===== src/rtl/roulette_round_controller.sv =====
`timescale 1ns/1ps
// Roulette round sequencer: owns the player balance, times spin/show/flash phases,
// judges each spin in exact-number or even/odd mode and drives the result LEDs.
module roulette_round_controller #(
  parameter int unsigned START_BALANCE = 10,
  parameter int unsigned WIN_THRESHOLD = 20,
  parameter int unsigned PAYOUT_EO     = 2,
  parameter int unsigned PAYOUT_EXACT  = 8,
  parameter int unsigned LOSS          = 1,
  parameter int unsigned SPIN_CYCLES   = 25000000,
  parameter int unsigned SHOW_CYCLES   = 50000000,
  parameter int unsigned FLASH_CYCLES  = 12500000
) (
  input  logic       Clock,
  input  logic       reset_n,
  input  logic       startGame,
  input  logic       mode_sel,
  input  logic [4:0] playerGuess,
  input  logic [4:0] randnum,
  output logic [4:0] playerBalance,
  output logic [4:0] result_num,
  output logic [4:0] fsm_out,
  output logic       busy,
  output logic       game_over
);

  localparam int unsigned BAL_W   = 5;
  localparam int unsigned ARITH_W = BAL_W + 1;
  localparam int unsigned CNT_A   = (SPIN_CYCLES > SHOW_CYCLES) ? SPIN_CYCLES : SHOW_CYCLES;
  localparam int unsigned CNT_MAX = (CNT_A > FLASH_CYCLES) ? CNT_A : FLASH_CYCLES;
  localparam int unsigned CNT_W   = (CNT_MAX > 1) ? $clog2(CNT_MAX) : 1;

  localparam logic [CNT_W-1:0]   SPIN_LOAD  = CNT_W'(SPIN_CYCLES - 1);
  localparam logic [CNT_W-1:0]   SHOW_LOAD  = CNT_W'(SHOW_CYCLES - 1);
  localparam logic [CNT_W-1:0]   FLASH_LOAD = CNT_W'(FLASH_CYCLES - 1);
  localparam logic [CNT_W-1:0]   CNT_ONE    = CNT_W'(1);
  localparam logic [BAL_W-1:0]   BAL_START  = BAL_W'(START_BALANCE);
  localparam logic [ARITH_W-1:0] BAL_MAX    = ARITH_W'(31);
  localparam logic [ARITH_W-1:0] WIN_LVL    = ARITH_W'(WIN_THRESHOLD);
  localparam logic [ARITH_W-1:0] PAY_EO     = ARITH_W'(PAYOUT_EO);
  localparam logic [ARITH_W-1:0] PAY_EXACT  = ARITH_W'(PAYOUT_EXACT);
  localparam logic [ARITH_W-1:0] LOSS_AMT   = ARITH_W'(LOSS);

  localparam logic [4:0] LED_OFF  = 5'b00000;
  localparam logic [4:0] LED_SPIN = 5'b00100;
  localparam logic [4:0] LED_HIT  = 5'b00001;
  localparam logic [4:0] LED_MISS = 5'b00010;
  localparam logic [4:0] LED_WON  = 5'b11111;
  localparam logic [4:0] LED_LOST = 5'b10101;

  typedef enum logic [2:0] {
    S_IDLE, S_SPIN, S_JUDGE, S_SHOW, S_WON, S_LOST
  } state_t;

  state_t             state, state_d;
  logic [CNT_W-1:0]   cnt, cnt_d;
  logic               start_q;
  logic               mode_q, mode_d;
  logic [4:0]         guess_q, guess_d;
  logic               hit_q, hit_d;
  logic               flash_q, flash_d;
  logic [BAL_W-1:0]   bal_d;
  logic [4:0]         result_d;
  logic [4:0]         fsm_out_d;
  logic               busy_d, game_over_d;

  logic               start_rise_c;
  logic               hit_c;
  logic [ARITH_W-1:0] sum_c, new_bal_c;

  assign start_rise_c = startGame & ~start_q;

  // State and all registered outputs.
  always_ff @(posedge Clock or negedge reset_n) begin
    if (!reset_n) begin
      state         <= S_IDLE;
      cnt           <= '0;
      start_q       <= 1'b0;
      mode_q        <= 1'b0;
      guess_q       <= '0;
      hit_q         <= 1'b0;
      flash_q       <= 1'b0;
      playerBalance <= BAL_START;
      result_num    <= '0;
      fsm_out       <= LED_OFF;
      busy          <= 1'b0;
      game_over     <= 1'b0;
    end else begin
      state         <= state_d;
      cnt           <= cnt_d;
      start_q       <= startGame;
      mode_q        <= mode_d;
      guess_q       <= guess_d;
      hit_q         <= hit_d;
      flash_q       <= flash_d;
      playerBalance <= bal_d;
      result_num    <= result_d;
      fsm_out       <= fsm_out_d;
      busy          <= busy_d;
      game_over     <= game_over_d;
    end
  end

  // Judge arithmetic: 6-bit wide so the payout sum can saturate at 31.
  always_comb begin
    sum_c     = {1'b0, playerBalance} + (mode_q ? PAY_EXACT : PAY_EO);
    hit_c     = mode_q ? (result_num == guess_q) : (result_num[0] == ~guess_q[0]);
    new_bal_c = '0;
    if (hit_c) begin
      new_bal_c = (sum_c > BAL_MAX) ? BAL_MAX : sum_c;
    end else if ({1'b0, playerBalance} > LOSS_AMT) begin
      new_bal_c = {1'b0, playerBalance} - LOSS_AMT;
    end
  end

  // Next-state, counter and datapath updates.
  always_comb begin
    state_d  = state;
    cnt_d    = cnt;
    mode_d   = mode_q;
    guess_d  = guess_q;
    hit_d    = hit_q;
    flash_d  = flash_q;
    bal_d    = playerBalance;
    result_d = result_num;
    case (state)
      S_IDLE: begin
        if (start_rise_c) begin
          mode_d  = mode_sel;
          guess_d = playerGuess;
          cnt_d   = SPIN_LOAD;
          state_d = S_SPIN;
        end
      end
      S_SPIN: begin
        if (cnt == '0) begin
          result_d = randnum;
          state_d  = S_JUDGE;
        end else begin
          cnt_d = cnt - CNT_ONE;
        end
      end
      S_JUDGE: begin
        hit_d = hit_c;
        bal_d = new_bal_c[BAL_W-1:0];
        if (new_bal_c >= WIN_LVL) begin
          flash_d = 1'b1;
          cnt_d   = FLASH_LOAD;
          state_d = S_WON;
        end else if (new_bal_c == '0) begin
          state_d = S_LOST;
        end else begin
          cnt_d   = SHOW_LOAD;
          state_d = S_SHOW;
        end
      end
      S_SHOW: begin
        if (cnt == '0) begin
          state_d = S_IDLE;
        end else begin
          cnt_d = cnt - CNT_ONE;
        end
      end
      S_WON: begin
        if (start_rise_c) begin
          bal_d   = BAL_START;
          state_d = S_IDLE;
        end else if (cnt == '0) begin
          flash_d = ~flash_q;
          cnt_d   = FLASH_LOAD;
        end else begin
          cnt_d = cnt - CNT_ONE;
        end
      end
      S_LOST: begin
        if (start_rise_c) begin
          bal_d   = BAL_START;
          state_d = S_IDLE;
        end
      end
      default: state_d = S_IDLE;
    endcase
  end

  // Output values for the state being entered, registered alongside it.
  always_comb begin
    fsm_out_d   = LED_OFF;
    busy_d      = 1'b0;
    game_over_d = 1'b0;
    case (state_d)
      S_SPIN, S_JUDGE: begin
        fsm_out_d = LED_SPIN;
        busy_d    = 1'b1;
      end
      S_SHOW: begin
        fsm_out_d = hit_d ? LED_HIT : LED_MISS;
        busy_d    = 1'b1;
      end
      S_WON: begin
        fsm_out_d   = flash_d ? LED_WON : LED_OFF;
        game_over_d = 1'b1;
      end
      S_LOST: begin
        fsm_out_d   = LED_LOST;
        game_over_d = 1'b1;
      end
      default: fsm_out_d = LED_OFF;
    endcase
  end

endmodule

===== config.mk =====
export PLATFORM = sky130hd
export DESIGN_NAME = roulette_round_controller
export DESIGN_NICKNAME = d
export VERILOG_FILES = /design/src/rtl/roulette_round_controller.sv
export SDC_FILE = /design/constraint.sdc
export NUM_CORES = 1
export LEC_CHECK = 0
export ABC_AREA = 0
export CORE_MARGIN = 5
export CORE_UTILIZATION = 44
export CTS_BUF_LIST = sky130_fd_sc_hd__clkbuf_2
export DETAILED_ROUTE_END_ITERATION = 7
export DONT_BUFFER_PORTS = 1
export PLACE_DENSITY = 0.57
export SLEW_MARGIN = 40
export SYNTH_ARGS = -nofsm -noshare
export SYNTH_HDL_FRONTEND = slang
export SYNTH_SLANG_ARGS = --single-unit

===== constraint.sdc =====
create_clock -name Clock -period 2.55 [get_ports Clock]
set_clock_uncertainty 0.2 [all_clocks]
set_input_delay 0.3825 -clock Clock [delete_from_list [all_inputs] [get_ports Clock]]
set_output_delay 0.3825 -clock Clock [all_outputs]
set_load 0.03 [all_outputs]

### Yosys cells after proc, flatten, opt, wreduce, memory -nomap -nowiden

Cells that the tools add are included.

* flip-flop bits (word level): 55
* input port bits: 14
* output and inout bits: 17
* logic and storage cells: 84

* $add $sub $neg: 3
* magnitude comparators: 3
* equality and inequality tests: 17
* muxes and demuxes: 31
* bitwise operators: 4
* reduce and logical (&&, ||, !) cells: 14

Operators with widths (number)
* $mux 26: 6
* $pmux 26 s4: 1
* $logic_not 26->1: 1
* $sub 26x1->26 const B: 1
* $pmux 5 s4: 1
* $mux 3: 6
* $mux 6: 3
* $pmux 3 s5: 1
* $eq 3x2->1 const B: 4
* $eq 3x3->1 const B: 4
* $mux 5: 2
* $pmux 5 s2: 1
* $reduce_or 2->1: 4
* $mux 1: 7
* $add 5x4->6: 1
* $eq 3x1->1 const B: 2
* $ge 6x5->1 const B: 1
* $gt 6x5->1 const B: 1
* $logic_not 6->1: 1
* $ne 2x2->1 const B: 3
* $reduce_and 2->1: 3
* $sub 5x1->6 const B: 1
* $eq 5x5->1: 1
* $gt 5x1->1 const B: 1
* other kinds (13): 15

### Longest topological paths before layout

Gate-level depths: netlist of run 1.

* word-level depth: 12
* depth in mapped cells: 12

### Least setup slack after synthesis of run 1

OpenSTA, ideal clock, no wires.

* path type: reg-to-reg
* start: register playerBalance[1]
* end: register cnt[12]
* library setup time: 120 ps
* data arrival time: 2473 ps
* setup slack: -244 ps
* cell stages (with the launch flop): 12
* path buffers: 1
* path through: dfstp_2 -> ha_1 -> ha_1 -> nor3b_1 -> a41oi_1 -> nand2_1 -> mux2i_2 -> o32a_1 -> buf_2 -> nand2_1 -> o21ai_0 -> nand2_1

* word-level cells in the longest chain between the ends: 7
* elaborated cells on any way between the ends: 13

Ends and longest elaborated chain
* from (decl): RTL line 20 `output logic [4:0] playerBalance,`
* from (signal assigned): RTL line 96 `playerBalance <= bal_d;`
* $add 5x4->6: RTL line 106 `sum_c = {1'b0, playerBalance} + (mode_q ? PAY_EXACT : PAY_EO);`
* $gt 6x5->1: RTL line 110 `new_bal_c = (sum_c > BAL_MAX) ? BAL_MAX : sum_c;`
* $mux 6: RTL line 110
* $mux 6 *: RTL line 109 `if (hit_c) begin`
* $ge 6x5->1 / $logic_not 6->1 (equally long branches): RTL line 146, 150
* $ne 3x3->1 (no line) / $mux 26 (equally long branches)
* $reduce_and 5->1 (no line) / $pmux 26 s4 (equally long branches)
* to (signal assigned): RTL line 90 `cnt <= cnt_d;`
* to (decl): RTL line 56 `logic [CNT_W-1:0] cnt, cnt_d;`

Every way passes the cells marked *; elsewhere a longest branch is shown, timed or not.
A chain may end at the register's enable or synchronous reset.

### Worst setup path in the final report of run 1

* start: register playerBalance[1]
* end: register cnt[4]

Same word-level chain as after synthesis.

==> results of run 1 <==
power groups by stage:
stage	Sequential, mW	Combinational (mW)	Clock [mW]
floorplan	1.26	1.01	0
global placement	1.27	1.41	0
detailed placement	1.28	1.42	0
CTS	1.26	1.71	0.353
global route	1.30	1.92	0.386
finish	1.27	1.75	0.342
cells by family (layout without fill, tap and decap cells):
family | count (synthesis) | in the layout
adder cells (fa/ha/maj) | 6 | 6
AND/OR/NAND/NOR | 131 | 131
flip-flops | 55 | 55
buffers and inverters | 27 | 100
AO/OA/AOI/OAI | 111 | 111
multiplexers | 13 | 13
XOR/XNOR | 8 | 8
flip-flops by register name (all words and copies together) (netlist names):
register	cells
mode_q	1
fsm_out	5
busy	1
guess_q	5
playerBalance	5
cnt	26
result_num	5
flash_q	1
state	3
game_over	1
hit_q	1
start_q	1
area by class of cell:
type	count	area, sq um
clock buffers	6	30.0
clock inverters	2	12.5
fillers	638	2960
inverters	12	45.0
multi-input cells	269	1980
flip-flops and latches	55	1380
well taps	99	124
repair buffers	80	688
layer usage:
layer / track usage / vias to the layer above / share of wire
met5: 0 / - / 0
met4: 0.0604 / 0 / 0.012
met3: 0.0336 / 10 / 0.040
met2: 0.325 / 67 / 0.50
met1: 0.259 / 1391 / 0.44
li1: - / 1425 / -
final timing paths:
path,depth (start not counted),endpoint,startpoint
setup / recovery,10,cnt[4],playerBalance[1]
hold / removal,2,game_over,startGame
setup reg to reg,10,cnt[4],playerBalance[1]
hold reg to reg,1,flash_q,flash_q
max in group asynchronous,2,playerBalance[3],reset_n
min in group asynchronous,2,cnt[1],reset_n
what timing repair did:
| item | CTS | global route |
|---|---|---|
| buffers inserted | 8 | 3 |
| endpoints found under the setup margin | 33 | 41 |
| cloned | 2 | 0 |
| hold buffers | 14 | 0 |
| hold endpoints to repair | 67 | 0 |
| resized for setup | 21 | 26 |
| pin swaps | 9 | 23 |
worst max-delay path, delay by kind of cell, from the launching register on:
family	cells	cell delay, ns
AO/OA/AOI/OAI	3	0.69
adder cells (fa/ha/maj)	2	0.33
AND/OR/NAND/NOR	3	0.52
flip-flops	1	0.66
buffers and inverters	1	0.18
multiplexers	1	0.16
metrics by stage:
step	setup TNS, ns	power, mW	setup WS, ns	instance area [sq um]	cells
finish	-5.46	3.36	-0.261	4260	523
global route	-9.97	3.60	-0.390	4260	523
CTS	-3.43	3.32	-0.161	4200	522
detailed placement	-5.06	2.70	-0.311	3800	490
global placement	-3.51	2.68	-0.239	3800	490
floorplan	-1.02	2.26	-0.0866	3340	351
cell usage in the layout, fill, tap and decap left out, drive strengths merged, types with 4 or more instances in the layout:
| cell | count |
|---|---|
| buf | 67 |
| dfrtp | 53 |
| nor2 | 38 |
| nand2 | 36 |
| o21ai | 34 |
| a21oi | 28 |
| dlygate4sd3 | 13 |
| nor3 | 12 |
| inv | 12 |
| a31oi | 11 |
| mux2 | 10 |
| nand3 | 9 |
| nor4 | 8 |
| xnor2 | 7 |
| clkbuf | 6 |
| ha | 6 |
| or3 | 5 |
| a211oi | 5 |
| and3 | 4 |
| o22a | 4 |
==> run summary, run 1 <==
status: complete, but fails checks
failing checks: setup timing
number of synthesized flops with an enable pin: 0
CTS root buffer: clkbuf_2
Remaining DRCs: 0
clock share of power: 0.102
Worst-path clk slew: 0.28 ns
clock buffer depth: 2
clock latency at the later pin of the worst-skew pair: 0.44 ns
total wire length: 8.27 mm
RePlAce Congestion: 0.859
Die Y: 96.0 um
largest net degree at the start of global routing: 56
Final ANT Viol Nets: 0
DR WL/cell: 15.8 um
Synth Cell Area: 0.00325 sq mm
largest family of logic cells by synthesized area: compound AO/OA/AOI/OAI gates
CP Capture Type: flip-flop
worst vdd ir: 0.317 mV
initial antenna violation count: 0
nets: 443
fin crit period: 2.81 ns
hold_ws: 0.111 ns
vias in the first global route: 2851
Yosys Warn Count: 0
Critical Path Source Type: flip-flop
worst path arrival time: 2.99 ns
fin. max-slew vios: 0
Hold Path Class: in -> reg
Adder-Cell Fraction of Synth Area: 0.0231
Worst R2R Setup Slack: -0.26 ns
Avg Vias per Cell: 5.53
Die Area: 0.00921 sq mm
Final WS setup: -0.261 ns
DP HPWL: 5.62 mm
layout cells sized above 1: 0.354
final setup vio count: 33
PortBufs: 0
share of the synthesized area in the top cell type: 0.408
Worst slew margin: 0.648
All-Layer GR Usage: 0.195
1st-pass router iterations: 4
Fmax: 0.356 GHz
Max-Cap Viols: 0
CP max-delay cell: dfstp_2
top_reg_cell synth: dfrtp_1
drt initial violations: 139
Clock Sinks: 55
Yosys reg bits: 55
CTS buffer count: 5
post-synthesis mux area share: 0.0450
H-tree depth: 2
row count: 31
most frequent cells after synthesis: 53 x dfrtp_1, 37 x nor2_1, 33 x nand2_1, 29 x o21ai_0, 27 x a21oi_1
Synth cell types: 68
fin crit share: 1.10
RSZ-0062 raised after global routing: true
CP Data Required Time: 2.73 ns
post-synthesis average cell area: 9.26 sq um
area leader, netlist: dfrtp_1
asr flop ratio synth: 1.00
leakage power: 1.76 nW
via count: 2893
Finished Core Util: 0.590
critical path's largest stage delay: 0.66 ns
sequential-to-total area share from yosys stat: 0.424
Core Area: 0.00721 sq mm
GR Overflow Total: 0
complex-gate fraction of the synthesized area: 0.227
Switching Fraction: 0.409
top-count cell post-synth: dfrtp_1
Final Hold Viols: 0
Post-Synth XOR/XNOR Area: 0.0216
Pwr per Cell Area: 789 mW/mm^2
n_diodes: 0
Switch Pwr: 1.37 mW
Post-Synth Simple-Gate Area: 0.219
crit-path cells: ha_4 > ha_4 > and3b_2 > o21bai_2 > nor4b_2 > mux2i_2 > o32ai_4 > buf_12 > nor2_4 > a311oi_2
Die Width: 96.0 um
post-synth net total: 371
global-route wire length before repair: 14.1 mm
worst slew pin tran: 0.523 ns
I/O Pins: 31
WS Path Type: reg -> reg
Max FO, Critical Path: 8
internal cell power: 1.98 mW
CTS tree: done
synthesized instance count: 351
Initial Util: 0.451
synthesis-to-finish area growth: 30.9%
ranking of synthesized cells by area: dfrtp_1 41%, o21ai_0 4.5%, nor2_1 4.3%
Reg power frac: 0.377
Combinational Power Share: 0.521
Worst path most repeated cell: ha_4
Power figures use the tool's default switching activity.
==> run 2, diff against run 1 <==
Clock period 2.55 ns to 2.5 ns, I/O delays scaled along.
==> run 2 against run 1 <==
The flow still finishes with violations (setup timing). Clock power grew 2%. Register-to-register slack gained 0.03 ns. Hold slack got worse by 0.023 ns. Global-route usage down 0.54 points. Flip-flop and latch count stayed put. Final cell count rose by 3.4%. Critical path depth did not move. Via count up 1.1%. Routed wire length up 1.4%. Core utilization increased by 1.1 points. Largest power group unchanged.
==> run summary, run 2 (synthesis gave the netlist of run 1 again) <==
Die Width: 96.0 um (unchanged)
CTS buffer count: 5 (unchanged)
Avg Vias per Cell: 5.41 (-2.2%)
Die Area: 0.00921 sq mm (unchanged)
DR WL/cell: 15.5 um (-1.9%)
Worst-path clk slew: 0.26 ns (-0.02 ns)
total wire length: 8.39 mm (+1.4%)
Core Area: 0.00721 sq mm (unchanged)
post-route insts no fill: 541 (+3.4%)
clock buffer depth: 2 (unchanged)
fin crit share: 1.09 (-0.00870)
WS Path Type: reg -> reg
via count: 2926 (+1.1%)
CTS tree: done
CP Capture Type: flip-flop
Fmax: 0.366 GHz (+2.8%)
Initial Util: 0.451 (unchanged)
synthesis-to-finish area growth: 33.5%
RSZ-0062 raised after global routing: true
DP HPWL: 5.86 mm (+4.3%)
design area: 0.00434 sq mm (+1.9%)
CP max-delay cell: dfrtp_1
critical path's largest stage delay: 0.45 ns (-0.21 ns)
failing checks: setup timing
hold_ws: 0.0874 ns (-0.0234 ns)
nets: 461 (+4.1%)
clock latency at the later pin of the worst-skew pair: 0.45 ns (about the same)
H-tree depth: 2 (unchanged)
Max-Cap Viols: 0 (unchanged)
row count: 31 (unchanged)
Clock Sinks: 55 (unchanged)
Final ANT Viol Nets: 0 (unchanged)
leakage power: 1.83 nW (+3.5%)
worst slew pin tran: 0.567 ns (+0.0437 ns)
commonest non-fill, non-tap cells in the layout: 76 x buf_4, 52 x dfrtp_1, 37 x nor2_1
Remaining DRCs: 0 (unchanged)
Hold Path Class: in -> reg
layout cells sized above 1: 0.357 (+0.00369)
delay-heaviest family, CP: compound AO/OA/AOI/OAI gates
Pwr per Cell Area: 797 mW/mm^2 (+1.0%)
drt initial violations: 130 (-6.5%)
commonest non-fill, non-tap cell in the layout: buf_4
1st-pass router iterations: 4 (unchanged)
fin crit period: 2.73 ns (-0.0769 ns)
Max FO, Critical Path: 7 (-1)
Final WS setup: -0.235 ns (+0.0269 ns)
crit-path cells: buf_4 > ha_4 > a311oi_2 > a41oi_2 > nor4b_2 > mux2i_2 > o32ai_4 > buf_6 > nor2_4 > a311oi_2
RePlAce Congestion: 0.914 (+6.3%)
initial antenna violation count: 0 (unchanged)
GR Overflow Total: 0 (unchanged)
largest register by flop count: cnt
Worst slew margin: 0.619 (-0.0294)
I/O Pins: 31 (unchanged)
PortBufs: 0 (unchanged)
Final Hold Viols: 0 (unchanged)
CTS root buffer: clkbuf_2
Critical Path Source Type: flip-flop
Worst path most repeated cell: a311oi_2
largest net degree at the start of global routing: 56 (unchanged)
max FFs per register: 26 (unchanged)
placed cell areas: 0.00394 sq mm (+3.6%)
CP Buf/Inv Count: 2 (+1)
Die Y: 96.0 um (unchanged)
global-route wire length before repair: 13.6 mm (-3.9%)
fin. max-slew vios: 0 (unchanged)
final setup vio count: 33 (unchanged)
n_diodes: 0 (unchanged)
dpl cells: 508 (+3.7%)
CP Data Required Time: 2.69 ns (-0.04 ns)
status: complete, but fails checks
vias in the first global route: 2842 (-0.32%)
All-Layer GR Usage: 0.190 (-0.00542)
worst path arrival time: 2.92 ns (-0.07 ns)
worst vdd ir: 0.384 mV (+21%)
==> run 2: worst paths after layout <==
check / from / to / slack [ns] / cells past startpoint
worst min register to register: flash_q / flash_q / 0.30 / 1
max in group asynchronous: reset_n / playerBalance[1] / 1.63 / 2
worst max register to register: mode_q / cnt[4] / -0.23 / 10
min in group asynchronous: reset_n / cnt[4] / 0.20 / 2
worst max-delay path: mode_q / cnt[4] / -0.23 / 10
worst min-delay path: startGame / game_over / 0.09 / 2
==> run 2: where the power goes <==
part / internal (mW) / switching (mW) / total [mW]
combinational: 0.930 / 0.901 / 1.83
clock: 0.0688 / 0.279 / 0.348
sequential: 1.08 / 0.198 / 1.28
==> run 2: final cells by class <==
type                            instances  area, sq um
Fill cell                             625         2880
Multi-Input combinational cell        269         1920
Sequential cell                        55         1380
Timing Repair Buffer                   98          827
Tap cell                               99          124
Inverter                               12         47.5
Clock buffer                            6         30.0
Clock inverter                          2         8.76
==> run 2: routing by layer <==
| layer | part of all wire | vias up | GRT usage |
|---|---|---|---|
| met5 | 0 | - | 0 |
| met4 | 0.014 | 0 | 0.0664 |
| li1 | - | 1467 | - |
| met1 | 0.45 | 1393 | 0.248 |
| met2 | 0.50 | 53 | 0.321 |
| met3 | 0.033 | 13 | 0.0274 |
==> run 2: what timing repair did <==
item / in CTS / in global routing
pin swaps: 12 / 4
buffers inserted: 7 / 4
resized for setup: 21 / 12
hold buffers: 14 / 0
endpoints found under the setup margin: 39 / 40
endpoints found under the hold margin: 67 / 0
==> run 2: stage by stage <==
stage                      util  power (mW)  setup TNS (ns)  setup slack [ns]
after floorplan               -        2.31           -2.23            -0.137
after global placement    0.546        2.83           -4.43            -0.282
after detailed placement  0.546        2.84           -7.37            -0.390
after CTS                 0.591        3.38           -3.64            -0.171
after global routing      0.601        3.69           -8.45            -0.333
final                     0.601        3.46           -5.11            -0.235
